--- src/rtl/calc_seq_ctrl.sv ---
// Calculator front end: keypad operand entry, memory write handshake, CPU launch,
// sequential double-dabble and 8-digit seven-segment display (bit0=a .. bit6=g).
// Optional macro SIGNED_RESULT_EN: treat the result as two's complement and show a '-' digit.
module calc_seq_ctrl #(
    parameter int                DATA_W      = 32,
    parameter int                DIGITS      = 2,
    parameter int                DISP_DIGITS = 4,
    parameter logic [DATA_W-1:0] OPA_ADDR    = DATA_W'(1),
    parameter logic [DATA_W-1:0] OP_ADDR     = DATA_W'(2),
    parameter logic [DATA_W-1:0] OPB_ADDR    = DATA_W'(3),
    parameter int                TIMEOUT     = 200
) (
    input  logic              hz100,
    input  logic              rst,
    input  logic [20:0]       pb,
    input  logic [DATA_W-1:0] ram_value,
    input  logic              cpu_done,
    input  logic              mem_ack,
    output logic [DATA_W-1:0] addr_out,
    output logic [DATA_W-1:0] data_out,
    output logic              mem_en,
    output logic              cpu_en,
    output logic [63:0]       ss
);
    localparam int BCD_CALC = (DATA_W * 31) / 100 + 1;
    localparam int BCD_N    = (BCD_CALC < 8) ? 8 : BCD_CALC;
    localparam int BI_W     = 4 * DIGITS;
    localparam int TW       = $clog2(TIMEOUT + 1);
    localparam int BW       = $clog2(DATA_W + 1);

    localparam logic [3:0] S_NUM1  = 4'd0;
    localparam logic [3:0] S_NUM2  = 4'd1;
    localparam logic [3:0] S_WR_A  = 4'd2;
    localparam logic [3:0] S_WR_OP = 4'd3;
    localparam logic [3:0] S_WR_B  = 4'd4;
    localparam logic [3:0] S_RUN   = 4'd5;
    localparam logic [3:0] S_CONV  = 4'd6;
    localparam logic [3:0] S_SHOW  = 4'd7;
    localparam logic [3:0] S_ERR   = 4'd8;

    localparam logic [7:0] SEG_E     = 8'h79;
    localparam logic [7:0] SEG_R     = 8'h50;
    localparam logic [7:0] SEG_MINUS = 8'h40;
    localparam logic [7:0] SEG_0     = 8'h3F;

    logic [3:0]           r_state;
    logic [20:0]          r_pb_q;
    logic [DATA_W-1:0]    r_a, r_b, r_bin, r_addr, r_data;
    logic [2:0]           r_cnt;
    logic [BI_W-1:0]      r_bcd_in;
    logic [3:0]           r_op;
    logic [4*BCD_N-1:0]   r_bcd;
    logic [BW-1:0]        r_bitcnt;
    logic [TW-1:0]        r_timer;
    logic                 r_neg, r_mem_en, r_cpu_en;
    logic [63:0]          r_ss;

    logic [20:0]          w_press;
    logic                 w_onehot, w_key_digit, w_key_op, w_key_eq, w_key_clr;
    logic [3:0]           w_digit, w_d;
    logic [DATA_W-1:0]    w_cur, w_cur_next, w_mag;
    logic                 w_neg, w_ovf, w_seen;
    logic [4*BCD_N-1:0]   w_bcd_adj, w_bcd_shift;
    logic [27:0]          w_disp;
    logic [2:0]           w_msd;
    logic [63:0]          w_ss_next;

`ifdef SIGNED_RESULT_EN
    localparam int DISP_N = (DISP_DIGITS > 6) ? 6 : DISP_DIGITS;
    assign w_neg = ram_value[DATA_W-1];
    assign w_mag = w_neg ? (~ram_value + DATA_W'(1)) : ram_value;
`else
    localparam int DISP_N = DISP_DIGITS;
    assign w_neg = 1'b0;
    assign w_mag = ram_value;
`endif

    function automatic logic [7:0] seg_digit(input logic [3:0] d);
        case (d)
            4'd0: return 8'h3F;  4'd1: return 8'h06;  4'd2: return 8'h5B;
            4'd3: return 8'h4F;  4'd4: return 8'h66;  4'd5: return 8'h6D;
            4'd6: return 8'h7D;  4'd7: return 8'h07;  4'd8: return 8'h7F;
            4'd9: return 8'h6F;  default: return 8'h00;
        endcase
    endfunction

    function automatic logic [7:0] seg_op(input logic [3:0] op);
        case (op)
            4'b1000: return 8'h77;  4'b0100: return 8'h6D;
            4'b0010: return 8'h37;  4'b0001: return 8'h5E;
            default: return 8'h00;
        endcase
    endfunction

    assign w_press     = pb & ~r_pb_q;
    assign w_onehot    = (w_press != '0) && ((w_press & (w_press - 21'd1)) == '0);
    assign w_key_digit = w_onehot && (|w_press[9:0]);
    assign w_key_op    = w_onehot && (|w_press[19:16]);
    assign w_key_eq    = w_onehot && w_press[14];
    assign w_key_clr   = w_onehot && w_press[12];
    assign w_cur       = (r_state == S_NUM1) ? r_a : r_b;
    assign w_cur_next  = (w_cur << 3) + (w_cur << 1) + DATA_W'(w_digit);

    always_comb begin
        w_digit = '0;
        for (int unsigned i = 0; i < 10; i++)
            if (w_press[i]) w_digit = 4'(i);
    end

    // Double-dabble step: correct each BCD digit, then shift in the next binary MSB.
    always_comb begin
        w_bcd_adj = r_bcd;
        for (int unsigned i = 0; i < BCD_N; i++)
            if (r_bcd[4*i +: 4] >= 4'd5) w_bcd_adj[4*i +: 4] = r_bcd[4*i +: 4] + 4'd3;
        w_bcd_shift = {w_bcd_adj[4*BCD_N-2:0], r_bin[DATA_W-1]};
        w_ovf       = (w_bcd_shift >> (4 * DISP_N)) != '0;
    end

    always_comb begin
        w_ss_next = '0;
        w_disp    = '0;
        w_seen    = 1'b0;
        w_msd     = 3'd0;
        w_d       = '0;
        case (r_state)
            S_NUM1, S_NUM2: w_disp = 28'(r_bcd_in);
            S_SHOW:         w_disp = r_bcd[27:0];
            default:        w_disp = '0;
        endcase
        for (int unsigned k = 0; k < 7; k++) begin
            w_d = w_disp[4*(6-k) +: 4];
            if (!w_seen && (w_d != 4'd0 || k == 6)) begin
                w_seen = 1'b1;
                w_msd  = 3'(6 - k);
            end
            if (w_seen) w_ss_next[8*(6-k) +: 8] = seg_digit(w_d);
        end
        if (r_state == S_SHOW && r_neg && w_msd != 3'd6)
            w_ss_next[8*(int'(w_msd)+1) +: 8] = SEG_MINUS;
        if (r_state == S_NUM2) w_ss_next[63:56] = seg_op(r_op);
        if (r_state == S_ERR)  w_ss_next = {40'b0, SEG_E, SEG_R, SEG_R};
    end

    always_ff @(posedge hz100) begin
        r_pb_q <= pb;
        if (rst || w_key_clr) begin
            r_state  <= S_NUM1;
            r_a      <= '0;  r_b      <= '0;  r_bin  <= '0;
            r_addr   <= '0;  r_data   <= '0;  r_cnt  <= '0;
            r_bcd_in <= '0;  r_op     <= '0;  r_bcd  <= '0;
            r_bitcnt <= '0;  r_timer  <= '0;  r_neg  <= 1'b0;
            r_mem_en <= 1'b0; r_cpu_en <= 1'b0;
            r_ss     <= rst ? 64'd0 : {56'd0, SEG_0};
        end else begin
            if (r_state == S_NUM1 || r_state == S_NUM2 || r_state == S_SHOW || r_state == S_ERR)
                r_ss <= w_ss_next;
            case (r_state)
                S_NUM1, S_NUM2: begin
                    if (w_key_digit) begin
                        if (r_cnt < 3'(DIGITS)) begin
                            if (r_state == S_NUM1) r_a <= w_cur_next;
                            else                   r_b <= w_cur_next;
                            r_bcd_in <= (r_bcd_in << 4) | BI_W'(w_digit);
                            r_cnt    <= r_cnt + 3'd1;
                        end
                    end else if (w_key_op) begin
                        if (r_state == S_NUM1 && r_cnt != 3'd0) begin
                            r_op     <= w_press[19:16];
                            r_state  <= S_NUM2;
                            r_cnt    <= '0;
                            r_bcd_in <= '0;
                        end else if (r_state == S_NUM2 && r_cnt == 3'd0) begin
                            r_op <= w_press[19:16];
                        end
                    end else if (w_key_eq && r_state == S_NUM2 && r_cnt != 3'd0) begin
                        r_state <= (r_op == 4'b0001 && r_b == '0) ? S_ERR : S_WR_A;
                    end
                end
                // mem_en is raised only from a low cycle, which guarantees the gap between writes.
                S_WR_A, S_WR_OP, S_WR_B: begin
                    if (!r_mem_en) begin
                        r_mem_en <= 1'b1;
                        if (r_state == S_WR_A) begin
                            r_addr <= OPA_ADDR;  r_data <= r_a;
                        end else if (r_state == S_WR_OP) begin
                            r_addr <= OP_ADDR;   r_data <= DATA_W'(r_op);
                        end else begin
                            r_addr <= OPB_ADDR;  r_data <= r_b;
                        end
                    end else if (mem_ack) begin
                        r_mem_en <= 1'b0;
                        if (r_state == S_WR_A)       r_state <= S_WR_OP;
                        else if (r_state == S_WR_OP) r_state <= S_WR_B;
                        else begin
                            r_state  <= S_RUN;
                            r_cpu_en <= 1'b1;
                            r_timer  <= '0;
                        end
                    end
                end
                S_RUN: begin
                    if (cpu_done) begin
                        r_cpu_en <= 1'b0;
                        r_bin    <= w_mag;
                        r_neg    <= w_neg;
                        r_bcd    <= '0;
                        r_bitcnt <= '0;
                        r_state  <= S_CONV;
                    end else if (r_timer == TW'(TIMEOUT - 1)) begin
                        r_cpu_en <= 1'b0;
                        r_state  <= S_ERR;
                    end else begin
                        r_timer <= r_timer + TW'(1);
                    end
                end
                S_CONV: begin
                    r_bcd    <= w_bcd_shift;
                    r_bin    <= r_bin << 1;
                    r_bitcnt <= r_bitcnt + BW'(1);
                    if (r_bitcnt == BW'(DATA_W - 1))
                        r_state <= w_ovf ? S_ERR : S_SHOW;
                end
                S_SHOW, S_ERR: begin
                    if (w_key_digit) begin
                        r_state  <= S_NUM1;
                        r_a      <= DATA_W'(w_digit);
                        r_b      <= '0;
                        r_bcd_in <= BI_W'(w_digit);
                        r_cnt    <= 3'd1;
                        r_op     <= '0;
                        r_neg    <= 1'b0;
                    end
                end
                default: r_state <= S_NUM1;
            endcase
        end
    end

    assign addr_out = r_addr;
    assign data_out = r_data;
    assign mem_en   = r_mem_en;
    assign cpu_en   = r_cpu_en;
    assign ss       = r_ss;

endmodule

--- config.mk ---
export PLATFORM = sky130hd
export DESIGN_NAME = calc_seq_ctrl
export DESIGN_NICKNAME = d
export VERILOG_FILES = /design/src/rtl/calc_seq_ctrl.sv
export SDC_FILE = /design/constraint.sdc
export NUM_CORES = 1
export LEC_CHECK = 0
export ABC_AREA = 1
export BUFFER_PORTS_ARGS = -buffer_cell sky130_fd_sc_hd__buf_2
export CAP_MARGIN = 20
export CORE_MARGIN = 2
export CORE_UTILIZATION = 40
export CTS_CLUSTER_DIAMETER = 60
export DETAILED_ROUTE_END_ITERATION = 7
export PLACE_DENSITY = 0.69
export SLEW_MARGIN = 20
export SYNTH_ARGS = -nofsm -noshare
export SYNTH_HDL_FRONTEND = slang
export SYNTH_SLANG_ARGS = --single-unit
export TNS_END_PERCENT = 50
--- constraint.sdc ---
create_clock -name hz100 -period 4 [get_ports hz100]
set_clock_uncertainty 0.2 [all_clocks]
set_input_delay 1 -clock hz100 [delete_from_list [all_inputs] [get_ports hz100]]
set_output_delay 1 -clock hz100 [all_outputs]
set_load 0.01 [all_outputs]
==> results of run 1 <==
-- cells in the final DEF (no fill, tap or decap), types with 26 or more instances in the layout --
master,instances
nand2_1,468
nand3_1,86
a21oi_1,193
edfxtp_1,54
clkbuf_16,35
buf_2,148
o21ai_1,39
o21ai_0,132
a22oi_1,31
ha_1,112
a31oi_1,30
inv_1,260
dfxtp_1,226
nor2_1,263
o22ai_1,26
buf_4,53
conb_1,38
-- registers in the layout, indices dropped and copies added, names as in the netlist, 2 cells and up --
register,count
r_state,4
r_pb_q,21
r_bitcnt,6
r_bin,32
r_bcd,40
r_a,32
r_timer,8
r_op,4
r_bcd_in,8
addr_out,2
ss,54
r_b,32
data_out,32
r_cnt,3
-- area by class of cell --
type | count | area, sq um
Clock inverter | 13 | 161
Inverter | 284 | 1070
Clock buffer | 46 | 961
Fill cell | 4005 | 21700
Multi-Input combinational cell | 1619 | 8660
Sequential cell | 280 | 6150
Tap cell | 532 | 666
Timing Repair Buffer | 208 | 1270
-- metrics by stage --
stage,setup TNS (ns),cells,hold slack (ns),area (sq um),util
floorplan,0,2297,0.240,16500,-
global placement,-0.953,2923,0.248,17800,0.437
detailed placement,-2.35,2923,0.254,17800,0.437
CTS,0,2982,0.263,18900,0.465
global route,-0.104,2982,0.280,18900,0.466
finish,0,2982,0.260,18900,0.466
-- power breakdown --
group / total [uW] / internal (uW) / switching, uW
sequential: 3520 / 3350 / 178
clock: 3100 / 1890 / 1220
combinational: 4210 / 1330 / 2880
-- layer usage --
metal / up-vias / GRT usage / part of all wire
met3: 92 / 0.0363 / 0.054
met1: 6969 / 0.247 / 0.45
met5: - / 0 / 0
met2: 416 / 0.330 / 0.47
met4: 0 / 0.0704 / 0.030
li1: 7747 / - / -
-- worst max-delay path: cells and delay by family, from the launching register on --
family          cells  cell delay [ns]
buf+inv             3             0.44
fa+ha+maj           2             0.70
flops               1             0.35
simple gates        8             0.68
compound gates      6             1.23
-- kinds of logic (layout without fill, tap and decap cells) --
kind of cell | count (synthesis) | in the layout
xor gates and xnor gates | 21 | 21
adders and majority gates | 115 | 115
DFF | 280 | 280
other | 1 | 38
buffers and inverters | 398 | 551
AOI/OAI and AO/OA | 512 | 512
and+or+nand+nor | 933 | 933
-- path summary, 6_finish.rpt --
check | slack [ns] | endpoint | start
worst max-delay path | 0.26 | r_a[28] | r_state[2]
worst min register to register | 0.26 | r_bin[18] | r_bin[18]
worst min-delay path | 0.26 | r_bin[18] | r_bin[18]
worst max register to register | 0.26 | r_a[28] | r_state[2]
==> metrics.md, run 1 <==
| Metric | Value |
|---|---|
| Longest Clk Path Bufs | `3` |
| Tightest slew margin relative to the limit | `0.360` |
| Setup Fix Bufs, Post-CTS | `0` |
| Post-synthesis adder-cell area fraction | `0.0887` |
| Worst Path Max Fanout | `29` |
| Vias in the first global route | `~14,000` |
| Total routed wirelength | `approximately 42 mm` |
| WP data required | `4.22 ns` |
| Worst Hold Class | `flip-flop to flip-flop` |
| Synth Area in Compound Gates | `0.176` |
| Final Slew Violations | `0` |
| Reg clk slew, reported paths | `0.06 ns` |
| Core area | `between 40,000 and 50,000 sq um` |
| Drt initial violations | `between 900 and 1,000` |
| Die Y | `roughly 210 um` |
| Final setup viols | `0` |
| Count leader, synth | `nand2_1` |
| Total CTS buffers | `35` |
| MaxCap Viol Count | `0` |
| Post-synthesis cell type count | `57` |
| Outcome | `finished, final reports clean` |
| Final setup margin | `around 0.26 ns` |
| IO Port Bufs | `between 100 and 150` |
| Share of post-route cells with drive strength above 1 | `0.145` |
| Ys async rst share | `0` |
| Overall power | `10,800 uW` |
| Die area | `42,600 sq um` |
| Commonest cells in the netlist | `nand2_1 (472), nor2_1 (268), inv_1 (260)` |
| Synth Cell Area | `roughly 16,000 sq um` |
| Simple-Gate Fraction of Synth Area | `0.241` |
| WP data arrival | `between 3 and 4 ns` |
| Die W | `approximately 210 um` |
| Total global routing overflow | `0` |
| H-tree Lvls | `2` |
| CTS tree | `built` |
| # IOs | `about 190` |
| Routability congestion estimate from global placement | `0.920` |
| First-pass GRT wire length | `slightly below 70 mm` |
| Synth Instances | `roughly 2,300` |
| Post-route ant nets | `0` |
| Final hold violation count | `0` |
| Maximum vdd ir drop | `just under 0.4 mV` |
| Synth warnings | `0` |
| Mux share of post-synthesis cell area | `0` |
| CTS Hold Bufs | `0` |
| Hold path cells | `2` |
| Crit end category | `flip-flop` |
| R2r worst-path depth | `19` |
| Largest family of logic cells by synthesized area | `simple AND/OR/NAND/NOR gates` |
| Post-Synth XOR/XNOR Area | `0.0112` |
| Worst-Margin Slew | `0.959 ns` |
| Kind of start point of the critical path | `flip-flop` |
| Syn Area/Cell | `approximately 7.2 sq um` |
| Cell taking the most area after synthesis | `dfxtp_1` |
| Top cell type's share of synthesized area | `0.276` |
| Nets | `~2,600` |
| Post-DP HPWL | `between 30 and 40 mm` |
| ANT cells | `0` |
| CTS sink count | `280` |
| Top_reg_cell synth | `dfxtp_1` |
| Vias per cell | `about 5.1` |
| Post-synth EDFFs | `54` |
| Initial core utilization | `0.403` |
| Pwr dens | `~570 nW/um^2` |
| FF+latch count, synth | `280` |
| Max frequency | `~0.27 GHz` |
| Post-cts resize count | `0` |
| Total track usage | `0.195` |
| Via count | `between 15,000 and 20,000` |
| Largest net degree at the start of global routing | `around 110` |
| Leak | `between 0.008 and 0.009 uW` |
| Min cycle time layout | `3.74 ns` |
| CP max stage cell | `ha_1` |
| DRC Markers | `0` |
| DR WL/cell | `between 10 and 15 um` |
| Pre-antenna DRT Iters | `5` |
| Clk Tree Root Cell | `clkbuf_16` |
| Crit path kind | `flip-flop to flip-flop` |
| Clock Latency Late Sink | `0.55 ns` |
| Syn-to-layout area delta | `15.6%` |
| Worst-path cell chain | `nor2_2 -> inv_2 -> nor2_2 -> buf_4 -> buf_8 -> nand2_1 -> o21ai_0 -> ha_1 -> ha_1 -> a21oi_1 -> o21ai_0 -> a211oi_1 -> o21ai_0 -> a41oi_1 -> nand2_1 -> nand2_1 -> nor2_1 -> nor2_1 -> nor2_1` |
| Register area share after synthesis | `0.375` |
| # rows | `74` |
| Period utilisation layout | `0.934` |
| DP Worst Slack | `-0.226 ns` |
| CP max stage delay | `roughly 0.37 ns` |
| Synth area leaders | `dfxtp_1 (28%), nand2_1 (11%), edfxtp_1 (9.9%)` |
| Initial antenna violation count | `0` |
Note: power is estimated with default switching activity, not from simulation.
==> run 2: changes to the inputs <==
--- a/config.mk
+++ b/config.mk
@@ -8,11 +8,14 @@
 export ABC_AREA = 1
 export BUFFER_PORTS_ARGS = -buffer_cell sky130_fd_sc_hd__buf_2
 export CAP_MARGIN = 20
+export CELL_PAD_IN_SITES_DETAIL_PLACEMENT = 1
+export CELL_PAD_IN_SITES_GLOBAL_PLACEMENT = 1
 export CORE_MARGIN = 2
-export CORE_UTILIZATION = 40
+export CORE_UTILIZATION = 39
 export CTS_CLUSTER_DIAMETER = 60
 export DETAILED_ROUTE_END_ITERATION = 7
-export PLACE_DENSITY = 0.69
+export PLACE_DENSITY = 0.86
+export SKIP_LAST_GASP = 1
 export SLEW_MARGIN = 20
 export SYNTH_ARGS = -nofsm -noshare
 export SYNTH_HDL_FRONTEND = slang
==> metrics.md, run 2 (synthesized netlist as in run 1, its figures left out) <==
| Metric | Value |
|---|---|
| Crit end category | `flip-flop` |
| Max reg flops | `54` |
| CTS tree | `built` |
| Worst-Margin Slew | `~0.83 ns` |
| Register area | `~6100 sq um` |
| Vias in the first global route | `~17,000` |
| DP Worst Slack | `-0.363 ns` |
| Maximum vdd ir drop | `roughly 0.35 mV` |
| WP data required | `~4.3 ns` |
| WP data arrival | `4.04 ns` |
| Drt initial violations | `around 780` |
| Total track usage | `0.225` |
| Clk Tree Root Cell | `clkbuf_16` |
| Final setup margin | `0.235 ns` |
| CP max stage delay | `approximately 0.37 ns` |
| # rows | `75` |
| Period utilisation layout | `0.941` |
| Commonest cells after routing, fill and taps aside | `nand2_1 (468), nor2_1 (263), inv_1 (260)` |
| Multi-input combinational cell area | `around 8700 sq um` |
| DRC Markers | `0` |
| MaxCap Viol Count | `0` |
| Reg clk slew, reported paths | `approximately 0.06 ns` |
| Reg2reg setup slack | `around 0.24 ns` |
| Routability congestion estimate from global placement | `around 0.91` |
| CTS sink count | `280` |
| Nets | `about 2,600` |
| Vias per cell | `5.33` |
| Tightest slew margin relative to the limit | `0.444` |
| Die area | `43,700 sq um` |
| Final hold violation count | `0` |
| Worst Hold Class | `flip-flop to flip-flop` |
| Share of post-route cells with drive strength above 1 | `0.150` |
| Max frequency | `around 0.27 GHz` |
| CTS Hold Bufs | `0` |
| Crit path kind | `flip-flop to flip-flop` |
| Post-route ant nets | `0` |
| Worst Path Max Fanout | `18` |
| ANT cells | `0` |
| Final Slew Violations | `0` |
| Total global routing overflow | `0` |
| Initial antenna violation count | `0` |
| Pre-antenna DRT Iters | `5` |
| First-pass GRT wire length | `81.6 mm` |
| Die W | `209 um` |
| Total routed wirelength | `50.6 mm` |
| Worst-path cell chain | `nor2_2 -> inv_2 -> nor2_2 -> buf_4 -> buf_6 -> buf_4 -> nand2_1 -> o21ai_0 -> ha_1 -> ha_1 -> nand2_1 -> nor2_1 -> a211oi_1 -> o21ai_0 -> a41oi_1 -> nor2_1 -> nor2_1 -> nor2_1 -> nor2_1` |
| Clock Latency Late Sink | `roughly 0.55 ns` |
| Leak | `0.00841 uW` |
| Area post-placement | `between 15,000 and 20,000 sq um` |
| H-tree Lvls | `2` |
| Pwr dens | `between 500 and 600 nW/um^2` |
| CP max stage cell | `ha_1` |
| Via count | `16,000` |
| Longest Clk Path Bufs | `3` |
| DR WL/cell | `roughly 17 um` |
| Post-DP HPWL | `~37 mm` |
| Initial core utilization | `0.393` |
| Total CTS buffers | `35` |
| IO Port Bufs | `between 100 and 150` |
| Die Y | `roughly 210 um` |
| Most common cell on crit path | `nor2_1` |
| Commonest non-fill, non-tap cell in the layout | `nand2_1` |
| # IOs | `around 190` |
| Fillcell total | `5,344` |
| Final hold slack | `around 0.26 ns` |
| Outcome | `finished, final reports clean` |
| Core area | `around 42,000 sq um` |
| Min cycle time layout | `3.76 ns` |
| Kind of start point of the critical path | `flip-flop` |
| Post-layout instance area | `19,000 sq um` |
| Final setup viols | `0` |
| Syn-to-layout area delta | `16.1%` |
| RSZ-0062 raised after global routing | `yes` |
| Largest net degree at the start of global routing | `100` |
run 2: through the flow:
step | total power, uW | cells | setup TNS (ns) | utilization
after floorplan | 6400 | 2297 | 0 | -
after global placement | 7710 | 2934 | -1.14 | 0.427
after detailed placement | 7920 | 2934 | -4.87 | 0.427
after CTS | 11200 | 2996 | 0 | 0.455
after global routing | 11900 | 2997 | -0.0870 | 0.456
final | 11200 | 2997 | 0 | 0.456
run 2: area by class of cell:
type | instances | area share
inverters | 284 | 0.0560
multi-input cells | 1619 | 0.457
flip-flops and latches | 280 | 0.323
clock inverters | 13 | 0.00664
repair buffers | 213 | 0.0678
well taps | 539 | 0.0355
clock buffers | 49 | 0.0537
run 2: worst paths after layout:
path,from,end,depth (start not counted)
hold / removal,r_bcd_in[7],r_bcd_in[7],2
setup reg to reg,r_state[2],r_a[28],19
setup / recovery,r_state[2],r_a[28],19
hold reg to reg,r_bcd_in[7],r_bcd_in[7],2
run 2: worst max-delay path: cells and delay by family (launching register included):
| family | cells | cell delay, ns |
|---|---|---|
| AOI/OAI and AO/OA | 4 | 0.84 |
| buffers and inverters | 4 | 0.62 |
| and+or+nand+nor | 9 | 1.01 |
| DFF | 1 | 0.33 |
| adders and majority gates | 2 | 0.69 |
run 2: what timing repair did:
action | 4_1_cts | 5_1_grt
pin swaps | 0 | 4
setup endpoints to repair | 12 | 34
buffers inserted | 0 | 1
gates resized for setup | 4 | 26
run 2: metal layers:
layer,share of wire,track usage
met4,0.036,0.0951
met3,0.040,0.0365
met2,0.50,0.412
met5,0,0
met1,0.42,0.260
run 2: power by group:
| part | internal [uW] | switching, uW | total, uW | leakage [uW] |
|---|---|---|---|---|
| clock network | 1910 | 1260 | 3170 | 0.000562 |
| logic | 1390 | 3100 | 4500 | 0.00540 |
| registers | 3350 | 197 | 3540 | 0.00245 |
